===== src/rtl/cnt_pkg.sv =====
// cnt_pkg: shared types and default widths for the timer controller slice.
//   cnt_ctrl_state_e : controller FSM state (IDLE, RUN)
//   CntW             : default counter/threshold width
//   PscW             : default prescaler width
package cnt_pkg;

  localparam int unsigned CntW = 16;
  localparam int unsigned PscW = 8;

  typedef enum logic [0:0] {
    IDLE = 1'b0,
    RUN  = 1'b1
  } cnt_ctrl_state_e;

endpackage


===== src/rtl/cnt_presc.sv =====
// cnt_presc: PW-bit prescaler producing a one-cycle tick every psc_i+1 cycles while running.
// Ports:
//   clk_i, rst_ni : clock, asynchronous active-low reset
//   run_i         : count while high; the count is held at 0 while low
//   clr_i         : synchronous clear of the count (takes priority over counting)
//   psc_i         : terminal value; tick when count == psc_i
//   tick_o        : terminal tick, combinational from the count
module cnt_presc
  import cnt_pkg::*;
#(
  parameter int unsigned PW = PscW
) (
  input  logic          clk_i,
  input  logic          rst_ni,
  input  logic          run_i,
  input  logic          clr_i,
  input  logic [PW-1:0] psc_i,
  output logic          tick_o
);

  logic [PW-1:0] cnt_q, cnt_d;

  assign tick_o = run_i & (cnt_q == psc_i);

  always_comb begin
    cnt_d = cnt_q + 1'b1;
    if (clr_i || !run_i || tick_o) begin
      cnt_d = '0;
    end
  end

  always_ff @(posedge clk_i or negedge rst_ni) begin
    if (!rst_ni) begin
      cnt_q <= '0;
    end else begin
      cnt_q <= cnt_d;
    end
  end

endmodule


===== src/rtl/cnt_ctrl.sv =====
// cnt_ctrl: timer controller sitting in front of a threshold up-counter.
// Ports:
//   clk_i, rst_ni : clock, asynchronous active-low reset (shared with the counter)
//   start_i       : start/restart pulse; latches thr_i, psc_i, oneshot_i
//   stop_i        : stop pulse (wins over start_i while running; ignored when idle)
//   oneshot_i     : 1 = stop after the first period, 0 = periodic
//   thr_i, psc_i  : threshold and prescale value, sampled only on start
//   irq_clr_i     : clears irq_o and ovf_o
//   cnt_en_o      : counter enable, every psc+1 cycles while running
//   cnt_clr_o     : counter clear on start/restart/stop
//   cnt_thr_o     : registered threshold for the counter
//   cnt_tc_i      : counter terminal-count flag
//   busy_o        : controller is running
//   irq_o         : sticky period-elapsed flag
//   ovf_o         : sticky flag, a period elapsed while irq_o was already set
module cnt_ctrl
  import cnt_pkg::*;
#(
  parameter int unsigned W  = CntW,
  parameter int unsigned PW = PscW
) (
  input  logic          clk_i,
  input  logic          rst_ni,
  input  logic          start_i,
  input  logic          stop_i,
  input  logic          oneshot_i,
  input  logic [W-1:0]  thr_i,
  input  logic [PW-1:0] psc_i,
  input  logic          irq_clr_i,
  output logic          cnt_en_o,
  output logic          cnt_clr_o,
  output logic [W-1:0]  cnt_thr_o,
  input  logic          cnt_tc_i,
  output logic          busy_o,
  output logic          irq_o,
  output logic          ovf_o
);

  cnt_ctrl_state_e state_q;
  logic [W-1:0]    thr_q;
  logic [PW-1:0]   psc_q;
  logic            oneshot_q;
  logic            irq_q;
  logic            ovf_q;

  logic run;
  logic do_stop;
  logic do_start;
  logic tick;
  logic ev;

  assign run      = (state_q == RUN);
  assign do_stop  = run & stop_i;
  // stop wins when both arrive while running; in IDLE stop is ignored so start still acts
  assign do_start = start_i & ~do_stop;

  cnt_presc #(
    .PW(PW)
  ) u_presc (
    .clk_i (clk_i),
    .rst_ni(rst_ni),
    .run_i (run),
    .clr_i (cnt_clr_o),
    .psc_i (psc_q),
    .tick_o(tick)
  );

  assign cnt_clr_o = do_start | do_stop;
  // A start or stop cycle never advances the counter, which also suppresses the period event
  assign cnt_en_o  = tick & ~start_i & ~stop_i;
  assign ev        = cnt_en_o & cnt_tc_i;

  assign cnt_thr_o = thr_q;
  assign busy_o    = run;
  assign irq_o     = irq_q;
  assign ovf_o     = ovf_q;

  always_ff @(posedge clk_i or negedge rst_ni) begin
    if (!rst_ni) begin
      state_q   <= IDLE;
      thr_q     <= '0;
      psc_q     <= '0;
      oneshot_q <= 1'b0;
      irq_q     <= 1'b0;
      ovf_q     <= 1'b0;
    end else begin
      if (do_stop) begin
        state_q <= IDLE;
      end else if (do_start) begin
        state_q   <= RUN;
        thr_q     <= thr_i;
        psc_q     <= psc_i;
        oneshot_q <= oneshot_i;
      end else if (ev && oneshot_q) begin
        // Counter has already wrapped to 0 on this event, so no clear is issued
        state_q <= IDLE;
      end

      // Set wins on irq; a coincident clear still acknowledges the overflow
      if (ev) begin
        irq_q <= 1'b1;
      end else if (irq_clr_i) begin
        irq_q <= 1'b0;
      end

      if (irq_clr_i) begin
        ovf_q <= 1'b0;
      end else if (ev && irq_q) begin
        ovf_q <= 1'b1;
      end
    end
  end

endmodule


===== config.mk =====
export PLATFORM = sky130hd
export DESIGN_NAME = cnt_ctrl
export DESIGN_NICKNAME = d
export VERILOG_FILES = /design/src/rtl/cnt_pkg.sv /design/src/rtl/cnt_presc.sv /design/src/rtl/cnt_ctrl.sv
export SDC_FILE = /design/constraint.sdc
export NUM_CORES = 1
export LEC_CHECK = 0
export ABC_AREA = 1
export CORE_ASPECT_RATIO = 2
export CORE_MARGIN = 2
export CORE_UTILIZATION = 61
export DETAILED_ROUTE_END_ITERATION = 10
export DONT_BUFFER_PORTS = 1
export GPL_ROUTABILITY_DRIVEN = 0
export MAX_ROUTING_LAYER = met4
export PLACE_DENSITY = 0.83
export SYNTH_ARGS = -nofsm -noshare
export SYNTH_HDL_FRONTEND = slang
export SYNTH_SLANG_ARGS = --single-unit

===== constraint.sdc =====
create_clock -name clk_i -period 2 [get_ports clk_i]
set_clock_uncertainty 0.1 [all_clocks]
set_input_delay 0.6 -clock clk_i [delete_from_list [all_inputs] [get_ports clk_i]]
set_output_delay 0.6 -clock clk_i [all_outputs]
set_load 0.01 [all_outputs]

==> results.py <==
metrics = {
    "run_status": {
        "status": "finished with violations",
        "violations": "setup timing",
    },
    "setup_path": {
        "crit_required_ns": 1.30,
        "cp_slowest_cell": "dfrtp_1",
        "end_kind": "output port",
        "cpLargestDelayFamily": "flip-flops",
        "r2r_start": "u_presc.cnt_q[2]",
        "crit_fanout": 3,
        "cp_cell_sequence": "inv_2, o21ai_2, nand3b_4, nor4_4, buf_4",
        "arrival_ns": 1.50,
        "start_kind": "flop",
        "timing.critical_path.buf_inv": 2,
        "slowest_delay_ns": 0.42,
        "crit_type": "flop to output port",
        "ff2ff_path_depth": 10,
        "r2r-end": "u_presc.cnt_q[4]",
        "regToRegSetupSlack_ns": 0.14,
    },
    "finish": {
        "nNetsFinal": 243,
        "layout_common_cells": "87 x nand2_1, 35 x dfrtp_1, 13 x inv_1, 13 x nor2_1, 13 x buf_4",
        "antenna_cells": 0,
        "fin_area_sq_um": 1890,
        "drive_gt1_share_pct": 19.8,
        "syn2layout_area_growth_pct": 18.2,
        "layout_commonest_cell": "nand2_1",
        "stdcell_count": 240,
    },
    "cts": {
        "h-tree-depth": 2,
        "cts_buffers": 5,
        "clock_path_buffers": 2,
        "clock_latency_ns": 0.30,
        "clk_pin_slew_ns": 0.08,
        "clock-sinks": 36,
        "cts_tree": "built",
        "cts_root_buffer": "clkbuf_8",
    },
    "yosys": {
        "avgSynthCellArea_sq_um": 8.18,
        "synth_seq_cells": 36,
        "netlist_area_sq_um": 1600,
        "ys_warn_count": 0,
        "ys_seq_area_share_pct": 56.5,
        "synth_fp_nets": 227,
        "netlist_instances": 195,
        "synth_cell_type_count": 24,
    },
    "placed_design": {
        "hpwl_um": 2630,
        "io_buffers": 0,
        "place_area_sq_um": 1640,
        "dp_cells": 222,
    },
    "detailed_routing": {
        "drt_pass1_iterations": 4,
        "num_vias": 1358,
        "viasPerCell": 5.66,
        "drt_wl_total_um": 4040,
        "drt_iter0_markers": 46,
        "detail_route.wl_per_cell_um": 16.8,
        "drcViolationCount": 0,
        "antenna_left": 0,
    },
    "timing": {
        "tightest_slew_ns": 0.401,
        "fmax_mhz": 455,
        "finalHoldViolCount": 0,
        "finalSetupViolations": 1,
        "fin_crit_ns": 2.20,
        "setup_ws_ns": -0.196,
        "grt_setup_unrepaired": "yes",
        "whs_ns": 0.0204,
        "fin_crit_sh_pct": 110,
        "slew_violations": 0,
        "max-slew-margin-rel_pct": 73.0,
    },
    "grt": {
        "grt_overflow": 0,
        "grtUsageTotal_pct": 32.5,
        "grt_first_pass_wirelength_um": 6490,
        "antenna_found_initial": 0,
        "first_global_vias": 1481,
        "grt_max_degree": 37,
    },
    "power": {
        "powerDensity_nw_per_um2": 931,
        "peakVddDrop_mv": 0.741,
        "totalPowerFinal_mw": 1.75,
        "p_leak_nw": 0.967,
    },
    "hold_path": {
        "hold_class": "input port to asynchronous set/reset pin",
    },
    "floorplan": {
        "die_width_um": 40.2,
        "core-area_sq_um": 2500,
        "design.portCount": 52,
        "die-area_sq_um": 3070,
        "initial_core_util_pct": 63.7,
        "die_h_um": 76.3,
        "row_count": 26,
    },
    "job": {
        "cap_violations": 0,
    },
}
==> state kept, by name (all words and copies together), names as in the netlist <==
name	cells
cnt_thr_o	16
psc_q	8
u_presc.cnt_q	8
busy_o	1
irq_o	1
oneshot_q	1
ovf_o	1
==> final cells by class <==
type                       instances  area, sq um
clock inverter                     2         35.0
timing repair buffer              14          118
inverter                          20         75.1
clock buffer                       6         72.6
sequential                        36          902
tap                               28         35.0
multi-input combinational        134          648
fill                             165          619
==> worst max-delay path by stage <==
stage | startpoint | end | depth (start not counted)
after floorplan | u_presc.cnt_q[2] | cnt_en_o | 4
after global placement | u_presc.cnt_q[4] | cnt_en_o | 6
after detailed placement | u_presc.cnt_q[2] | cnt_en_o | 5
after CTS | u_presc.cnt_q[2] | cnt_en_o | 5
after global routing | psc_q[7] | cnt_en_o | 7
final | u_presc.cnt_q[2] | cnt_en_o | 5
==> cell families after synthesis <==
kind of cell,Yosys count,share of synthesized area (%)
AND/OR/NAND/NOR,117,30.3
flip-flops,36,56.5
buffers and inverters,25,5.96
AO/OA/AOI/OAI,14,5.41
XOR/XNOR,2,1.10
adder cells (fa/ha/maj),1,0.784
==> worst reg2reg max path: cells and delay by family (launching register included) <==
family	cells	cell delay, ns
buf+inv	5	0.59
flops	1	0.42
compound gates	2	0.34
simple gates	3	0.29
==> report_power, final <==
group	internal [mW]	switching (mW)	leakage (nW)	total, mW
Clock	0.370	0.269	0.0552	0.639
Combinational	0.0893	0.141	0.457	0.230
Sequential	0.803	0.0824	0.455	0.886
Total	1.26	0.492	0.967	1.75
==> through the flow <==
step           util, %  setup slack [ns]  setup TNS [ns]
6_report          75.3            -0.196          -0.196
2_1_floorplan        -             0.108               0
3_5_place_dp      65.5            0.0159               0
3_3_place_gp      65.5             0.106               0
5_1_grt           75.3            -0.247          -0.247
4_1_cts           73.9            -0.206          -0.206
==> timing repair <==
action | CTS | global route
hold buffers | 1 | 0
setup buffers | 5 | 4
resized for setup | 9 | 3
endpoints found under the setup margin | 1 | 1
hold endpoints to repair | 36 | 0
pin swaps | 3 | 4
==> Yosys cell counts <==
cell      number  share of area, %
a21oi_1        3              0.94
buf_2          1              0.31
clkbuf_1       4              0.94
dfrtp_1       36                56
ha_1           1              0.78
inv_1         15               3.5
inv_2          5               1.2
nand2_1       87                20
nand2_2        2              0.78
nand3_1        1              0.31
nand3_2        1              0.63
nand3b_2       1              0.71
nand4_1        2              0.78
nor2_1        14               3.3
nor2_2         3               1.2
nor3_1         4               1.3
nor3b_1        1              0.47
nor4_1         1              0.39
o21ai_0        8               2.5
o21ai_4        1               1.0
o21bai_1       1              0.47
o31ai_1        1              0.47
xnor2_1        1              0.55
xor2_1         1              0.55
==> metal layers <==
layer	global-route usage [%]	wire length, um	part of all wire [%]
met5	-	0	0
met4	22.1	221	5.5
met3	7.00	236	5.8
met2	51.9	2290	57
met1	32.0	1290	32
Note: power is estimated with default switching activity, not from simulation.
